File: src/rtl/flit_injector.sv
// flit_injector: turns a packet request plus payload stream into HEADER/BODY/TAIL
// flits for a router input FIFO. Define INJ_STATS_EN for pkt_sent/flit_sent counters.
module flit_injector #(
   parameter int DATA_W = 32,
   parameter int ADDR_W = 4,
   parameter int LEN_W  = 4,
   parameter int SRC_ID = 0
) (
   input  logic              clk,
   input  logic              rst,
   input  logic              pkt_valid,
   output logic              pkt_ready,
   input  logic [ADDR_W-1:0] pkt_dest,
   input  logic [LEN_W-1:0]  pkt_len,
   input  logic [DATA_W-1:0] data_in,
   input  logic              data_valid,
   output logic              data_ready,
   input  logic              ready_in,
   output logic              wr_en,
   output logic [DATA_W-1:0] flit_out,
   output logic [2:0]        flit_id_out
`ifdef INJ_STATS_EN
   ,
   output logic [15:0]       pkt_sent,
   output logic [15:0]       flit_sent
`endif
);

   typedef enum logic [1:0] {IDLE, HEAD, BODY, TAIL0} state_e;

   localparam logic [2:0] ID_HDR  = 3'b001;
   localparam logic [2:0] ID_BODY = 3'b010;
   localparam logic [2:0] ID_TAIL = 3'b100;
   localparam logic [ADDR_W-1:0] SRC = ADDR_W'(SRC_ID);

   state_e            state_q, state_d;
   logic [LEN_W-1:0]  remaining_q, remaining_d;
   logic [ADDR_W-1:0] dest_q, dest_d;
   logic              wr_en_q, wr_en_d;
   logic [DATA_W-1:0] flit_q, flit_d;
   logic [2:0]        id_q, id_d;
   logic              body_fire;
`ifdef INJ_STATS_EN
   logic [15:0]       pkt_sent_q, pkt_sent_d;
   logic [15:0]       flit_sent_q, flit_sent_d;
`endif

   // State, request and output flit registers
   always_ff @(posedge clk or negedge rst) begin
      if (!rst) begin
         state_q     <= IDLE;
         remaining_q <= '0;
         dest_q      <= '0;
         wr_en_q     <= 1'b0;
         flit_q      <= '0;
         id_q        <= 3'b000;
`ifdef INJ_STATS_EN
         pkt_sent_q  <= '0;
         flit_sent_q <= '0;
`endif
      end else begin
         state_q     <= state_d;
         remaining_q <= remaining_d;
         dest_q      <= dest_d;
         wr_en_q     <= wr_en_d;
         flit_q      <= flit_d;
         id_q        <= id_d;
`ifdef INJ_STATS_EN
         pkt_sent_q  <= pkt_sent_d;
         flit_sent_q <= flit_sent_d;
`endif
      end
   end

   // Next state: advance only when the FIFO takes the current flit
   always_comb begin
      state_d   = state_q;
      body_fire = (state_q == BODY) && data_valid && ready_in;
      unique case (state_q)
         IDLE:  if (pkt_valid) state_d = HEAD;
         HEAD:  if (ready_in)
                   state_d = (remaining_q != '0) ? BODY : TAIL0;
         BODY:  if (body_fire && remaining_q == LEN_W'(1))
                   state_d = IDLE;
         TAIL0: if (ready_in) state_d = IDLE;
      endcase
   end

   // Datapath: latch the request and build the next flit
   always_comb begin
      remaining_d = remaining_q;
      dest_d      = dest_q;
      wr_en_d     = 1'b0;
      flit_d      = flit_q;
      id_d        = id_q;
      unique case (state_q)
         IDLE: if (pkt_valid) begin
            dest_d      = pkt_dest;
            remaining_d = pkt_len;
         end
         HEAD: if (ready_in) begin
            wr_en_d = 1'b1;
            flit_d  = DATA_W'({SRC, dest_q, remaining_q});
            id_d    = ID_HDR;
         end
         BODY: if (body_fire) begin
            wr_en_d     = 1'b1;
            flit_d      = data_in;
            id_d        = (remaining_q == LEN_W'(1)) ? ID_TAIL : ID_BODY;
            remaining_d = remaining_q - LEN_W'(1);
         end
         TAIL0: if (ready_in) begin
            wr_en_d = 1'b1;
            flit_d  = '0;
            id_d    = ID_TAIL;
         end
      endcase
`ifdef INJ_STATS_EN
      pkt_sent_d  = pkt_sent_q + 16'(wr_en_d && id_d == ID_TAIL);
      flit_sent_d = flit_sent_q + 16'(wr_en_d);
`endif
   end

   // Handshake outputs and registered FIFO write port
   always_comb begin
      pkt_ready   = (state_q == IDLE);
      data_ready  = (state_q == BODY) && ready_in;
      wr_en       = wr_en_q;
      flit_out    = flit_q;
      flit_id_out = id_q;
`ifdef INJ_STATS_EN
      pkt_sent    = pkt_sent_q;
      flit_sent   = flit_sent_q;
`endif
   end

endmodule

File: config.mk
export PLATFORM = sky130hd
export DESIGN_NAME = flit_injector
export DESIGN_NICKNAME = d
export VERILOG_FILES = /design/src/rtl/flit_injector.sv
export SDC_FILE = /design/constraint.sdc
export NUM_CORES = 1
export LEC_CHECK = 0
export ABC_AREA = 1
export ABC_CLOCK_PERIOD_IN_PS = 1600
export BUFFER_PORTS_ARGS = -buffer_cell sky130_fd_sc_hd__clkbuf_2
export CORE_UTILIZATION = 48
export CTS_CLUSTER_DIAMETER = 30
export DETAILED_ROUTE_END_ITERATION = 6
export PLACE_DENSITY = 0.79
export SYNTH_ARGS = -nofsm -noshare
export SYNTH_HDL_FRONTEND = slang
export SYNTH_SLANG_ARGS = --single-unit
File: constraint.sdc
create_clock -name clk -period 1.6 [get_ports clk]
set_input_delay 0.4 -clock clk [delete_from_list [all_inputs] [get_ports clk]]
set_output_delay 0.4 -clock clk [all_outputs]
set_load 0.1 [all_outputs]
== Word-level counts from Yosys, hierarchy flattened ==
Cells that the tools add are included.

* Add/sub/neg operators: 1
* Equality and inequality tests: 9
* Mux-type cells: 21
* Reductions and logical operators: 13

{| class="wikitable"
|+ Operator list
! operator !! count
|-
| two-way mux 32 bit || 3
|-
| case mux 32 bit (3 select lines) || 1
|-
| two-way mux 3 bit || 4
|-
| inequality test 2 bit (second input constant) || 5
|-
| case mux 3 bit (3 select lines) || 1
|-
| two-way mux 2 bit || 4
|-
| two-way mux 4 bit || 2
|-
| case mux 2 bit (4 select lines) || 1
|-
| case mux 4 bit (2 select lines) || 1
|-
| AND reduction 4 bit || 2
|-
| equality test 2 bit (second input constant) || 2
|-
| equality test 4 x 1 -> 1 bit (second input constant) || 1
|-
| logical AND 1 bit || 4
|-
| nonzero test 4 bit || 1
|-
| subtractor 4 x 1 -> 4 bit (second input constant) || 1
|-
| two-way mux 1 bit || 3
|-
| AND reduction 3 bit || 1
|-
| nonzero test 3 bit || 1
|-
| equality test 2 x 1 -> 1 bit (second input constant) || 1
|-
| zero test 2 bit || 1
|-
| case mux 1 bit (2 select lines) || 1
|-
| AND reduction 2 bit || 1
|-
| nonzero test 2 bit || 1
|-
| OR reduction 2 bit || 1
|}

* Bits in registers: 46
* Input port bits: 45
* Output and inout bits: 38
* Word-level logic and storage cells: 50

== Logic depth before layout (Yosys ltp) ==
* Depth after elaboration: 6
* Mapped depth: 8
* Depth with buffers taken out: 8

== Least setup slack after synthesis ==
No wires, ideal clock.

* Path type: reg-to-output
* Start: register state_q[0]
* End: output port data_ready
* Arrival time: 1,949 ps
* Required time: 1,200 ps
* Path slack: -749 ps
* Stages on the path, launching flop included: 5
* Path buffers: 1
* Cells stage by stage: dfrtp_1 buf_6 inv_4 nand2_1 nor2_1

* Cells in the longest elaborated chain, start to end: 2

{| class="wikitable"
|+ RTL lines
! item !! RTL line !! RTL
|-
| from (decl) || 36 || <nowiki>state_e state_q, state_d;</nowiki>
|-
| from (signal assigned) || 62 || <nowiki>state_q <= state_d;</nowiki>
|-
| equality test 2 bit || 127 || <nowiki>data_ready = (state_q == BODY) && ready_in;</nowiki>
|-
| logical AND 1 bit || 127 ||
|-
| to (decl) || 17 || <nowiki>output logic data_ready,</nowiki>
|}

No other way between the ends.

== Final worst setup path ==
Same ends and word-level chain as after synthesis.

==> results_dict.tcl <==
set metrics [dict create \
    status "finished, final reports clean" \
    grt_pass1_wl_um 7380 \
    yosys_most_used_dff "dfrtp_1" \
    reg2reg_from "state_q[0]$_DFFE_PN0P_" \
    routed_wirelength_um 4760 \
    synth.top_cell.area_share 0.535 \
    tightest_slew_ns 0.552 \
    drtAntennaViolNets 0 \
    ys_seq_area_frac 0.535 \
    finalClockSkew_ns 0.00438 \
    crit_buf_inv 2 \
    multiInputGateArea_sq_um 868 \
    via_per_inst 4.76 \
    endpoint_kind "output port" \
    clock_latency_ns 0.29 \
    ys_warn_count 0 \
    grt_pass1_vias 1701 \
    critPathMaxFanout 4 \
    n_antenna_cell 0 \
    vias 1880 \
    clk_path_buf_depth 2 \
    cts_root_buf "clkbuf_8" \
    fin_area_sq_um 2820 \
    synth_edf_count 0 \
    die_area_sq_um 4760 \
    wl_per_cell_um 12.1 \
    setup_viol 0 \
    syn_avg_cell_area_sq_um 8.51 \
    htree_levels 2 \
    synth_area_leaders "dfrtp_1 53%, nand2_1 21%, nand3_1 7.7%, buf_6 2.6%, o21ai_0 2.6%" \
    synth_area_sq_um 2150 \
    fmax_ghz 0.634 \
    reg2reg_to "flit_out[12]$_DFFE_PN0P_" \
    cap_violations 0 \
    r2r_setup_slack_ns 0.13 \
    hold_viol_final 0 \
    criticalPathCategory "reg2out" \
    overflow 0 \
    crit_required_ns 1.20 \
    synthesis.nets 301 \
    fin_crit_ns 1.58 \
    synth_commonest_cells "122 x nand2_1, 46 x dfrtp_1, 33 x nand3_1, 11 x o21ai_0, 6 x inv_1" \
    synth_async_sr_flop_share 1.00 \
    rsz0062_at_grt "yes" \
    crit_slowest_cell "dfrtp_2" \
    cts_tree "done" \
    place_area_sq_um 2670 \
    grt_max_degree 47 \
    ff2ff_path_depth 6 \
    cp.arrival_ns 1.18 \
    dpl.hpwl_um 3320 \
    drtPass1Iterations 4 \
    io_buffers 82 \
    cts_buffers 5 \
    drc 0 \
    clkTransAtPathRegs_ns 0.09 \
    start_util 0.519 \
    fillCellCount 347 \
    globalplace.congestion 0.809 \
    hold_path.class "in2async" \
    relSlewSlack 0.633 \
    synth.most_common_cell "nand2_1" \
    ys_ff_latch 46 \
    crit_path_cell_trace "inv_4 -> nand2_4 -> nor2_4 -> buf_12" \
    netlist-cell-type-count 17 \
    synth_top_area_cell "dfrtp_1" \
    max_stage_delay_ns 0.46 \
    syn_inst 253 \
    syn_to_final_growth_pct 31.2 \
    crit_family "flip-flops" \
    ios 83 \
    die_x_um 69.0 \
    grt_usage 0.209 \
    die_h_um 69.0 \
    antenna_found_initial 0 \
    slew_viol_final 0 \
    cts_sinks 46 \
    regArea_sq_um 1150 \
    post-route-period-util 0.985 \
    holdBufCountCts 0 \
    drtIter0Drc 143 \
    row_count 23 \
    drive_above_1_share 0.348 \
    core_region_area_sq_um 4140 \
    crit_path_start_kind "register" \
    fin_nets 392 \
]
## what timing repair did
action	in CTS	in global routing
setup endpoints to repair	2	2
buffers inserted	5	2
gates resized for setup	4	0
pin swaps	1	2
cloned	0	0
## per-layer routing
metal | GRT usage | part of all wire | up-vias
li1 | - | - | 980
met1 | 0.258 | 0.45 | 850
met2 | 0.357 | 0.50 | 48
met3 | 0.0510 | 0.051 | 2
met4 | 0.0663 | 0.0059 | 0
met5 | 0 | 0 | -
## flip-flops by register name, summed over array words and instances (netlist names)
signal / count
flit_out: 32
remaining_q: 4
flit_id_out: 3
dest_q: 4
state_q: 2
wr_en: 1
## cell type report
class,count,share of cell area
clock buffer,5,0.0244
clock inverter,3,0.00753
tap,50,0.0222
multi-input combinational,187,0.307
sequential,46,0.409
inverter,9,0.0146
timing repair buffer,95,0.215
## how the worst max path moves through the flow
| stage | start | endpoint | slack [ns] | cells past startpoint |
|---|---|---|---|---|
| after global routing | state_q[0]$_DFFE_PN0P_ | data_ready | -0.02 | 4 |
| after global placement | state_q[1]$_DFFE_PN0P_ | data_ready | 0.21 | 3 |
| after detailed placement | state_q[1]$_DFFE_PN0P_ | data_ready | 0.17 | 3 |
| after floorplan | state_q[0]$_DFFE_PN0P_ | data_ready | -0.004 | 4 |
| final | state_q[0]$_DFFE_PN0P_ | data_ready | 0.02 | 4 |
| after CTS | state_q[0]$_DFFE_PN0P_ | data_ready | 0.003 | 4 |
## layout by cell type, fill, tap and decap left out
master      count
nand2_1       120
ha_1            3
o21ai_0        11
clkbuf_8        5
nand2_4         2
nor2_8          1
inv_1           6
dfrtp_1        44
clkinv_2        1
dfrtp_2         2
inv_4           3
buf_4          23
nand4_4         1
buf_12          5
a21oi_1         5
clkinv_4        1
clkinvlp_4      1
nand2_2         6
nor2_1          3
clkbuf_2       67
nor2_4          2
nand3_1        33
## cells by family after synthesis
logic type | synth area share
AND/OR/NAND/NOR | 0.341
adder cells (fa/ha/maj) | 0.0174
buffers and inverters | 0.0698
flip-flops | 0.535
AO/OA/AOI/OAI | 0.0372
## metrics by stage
| stage | instances | TNS, ns | setup WS (ns) | utilization | hold slack [ns] |
|---|---|---|---|---|---|
| 6_report | 395 | 0 | 0.0236 | 0.681 | 0.0669 |
| 3_3_place_gp | 380 | 0 | 0.207 | 0.645 | 0.401 |
| 5_1_grt | 395 | -0.0157 | -0.0157 | 0.681 | 0.0968 |
| 2_1_floorplan | 253 | -0.00385 | -0.00385 | - | 0.104 |
| 3_5_place_dp | 380 | 0 | 0.167 | 0.645 | 0.405 |
| 4_1_cts | 393 | 0 | 0.00281 | 0.678 | 0.0807 |
Power is left out: the tool's default activity adds up to more than one toggle a clock period on the data nets, which glitch-free logic cannot reach.
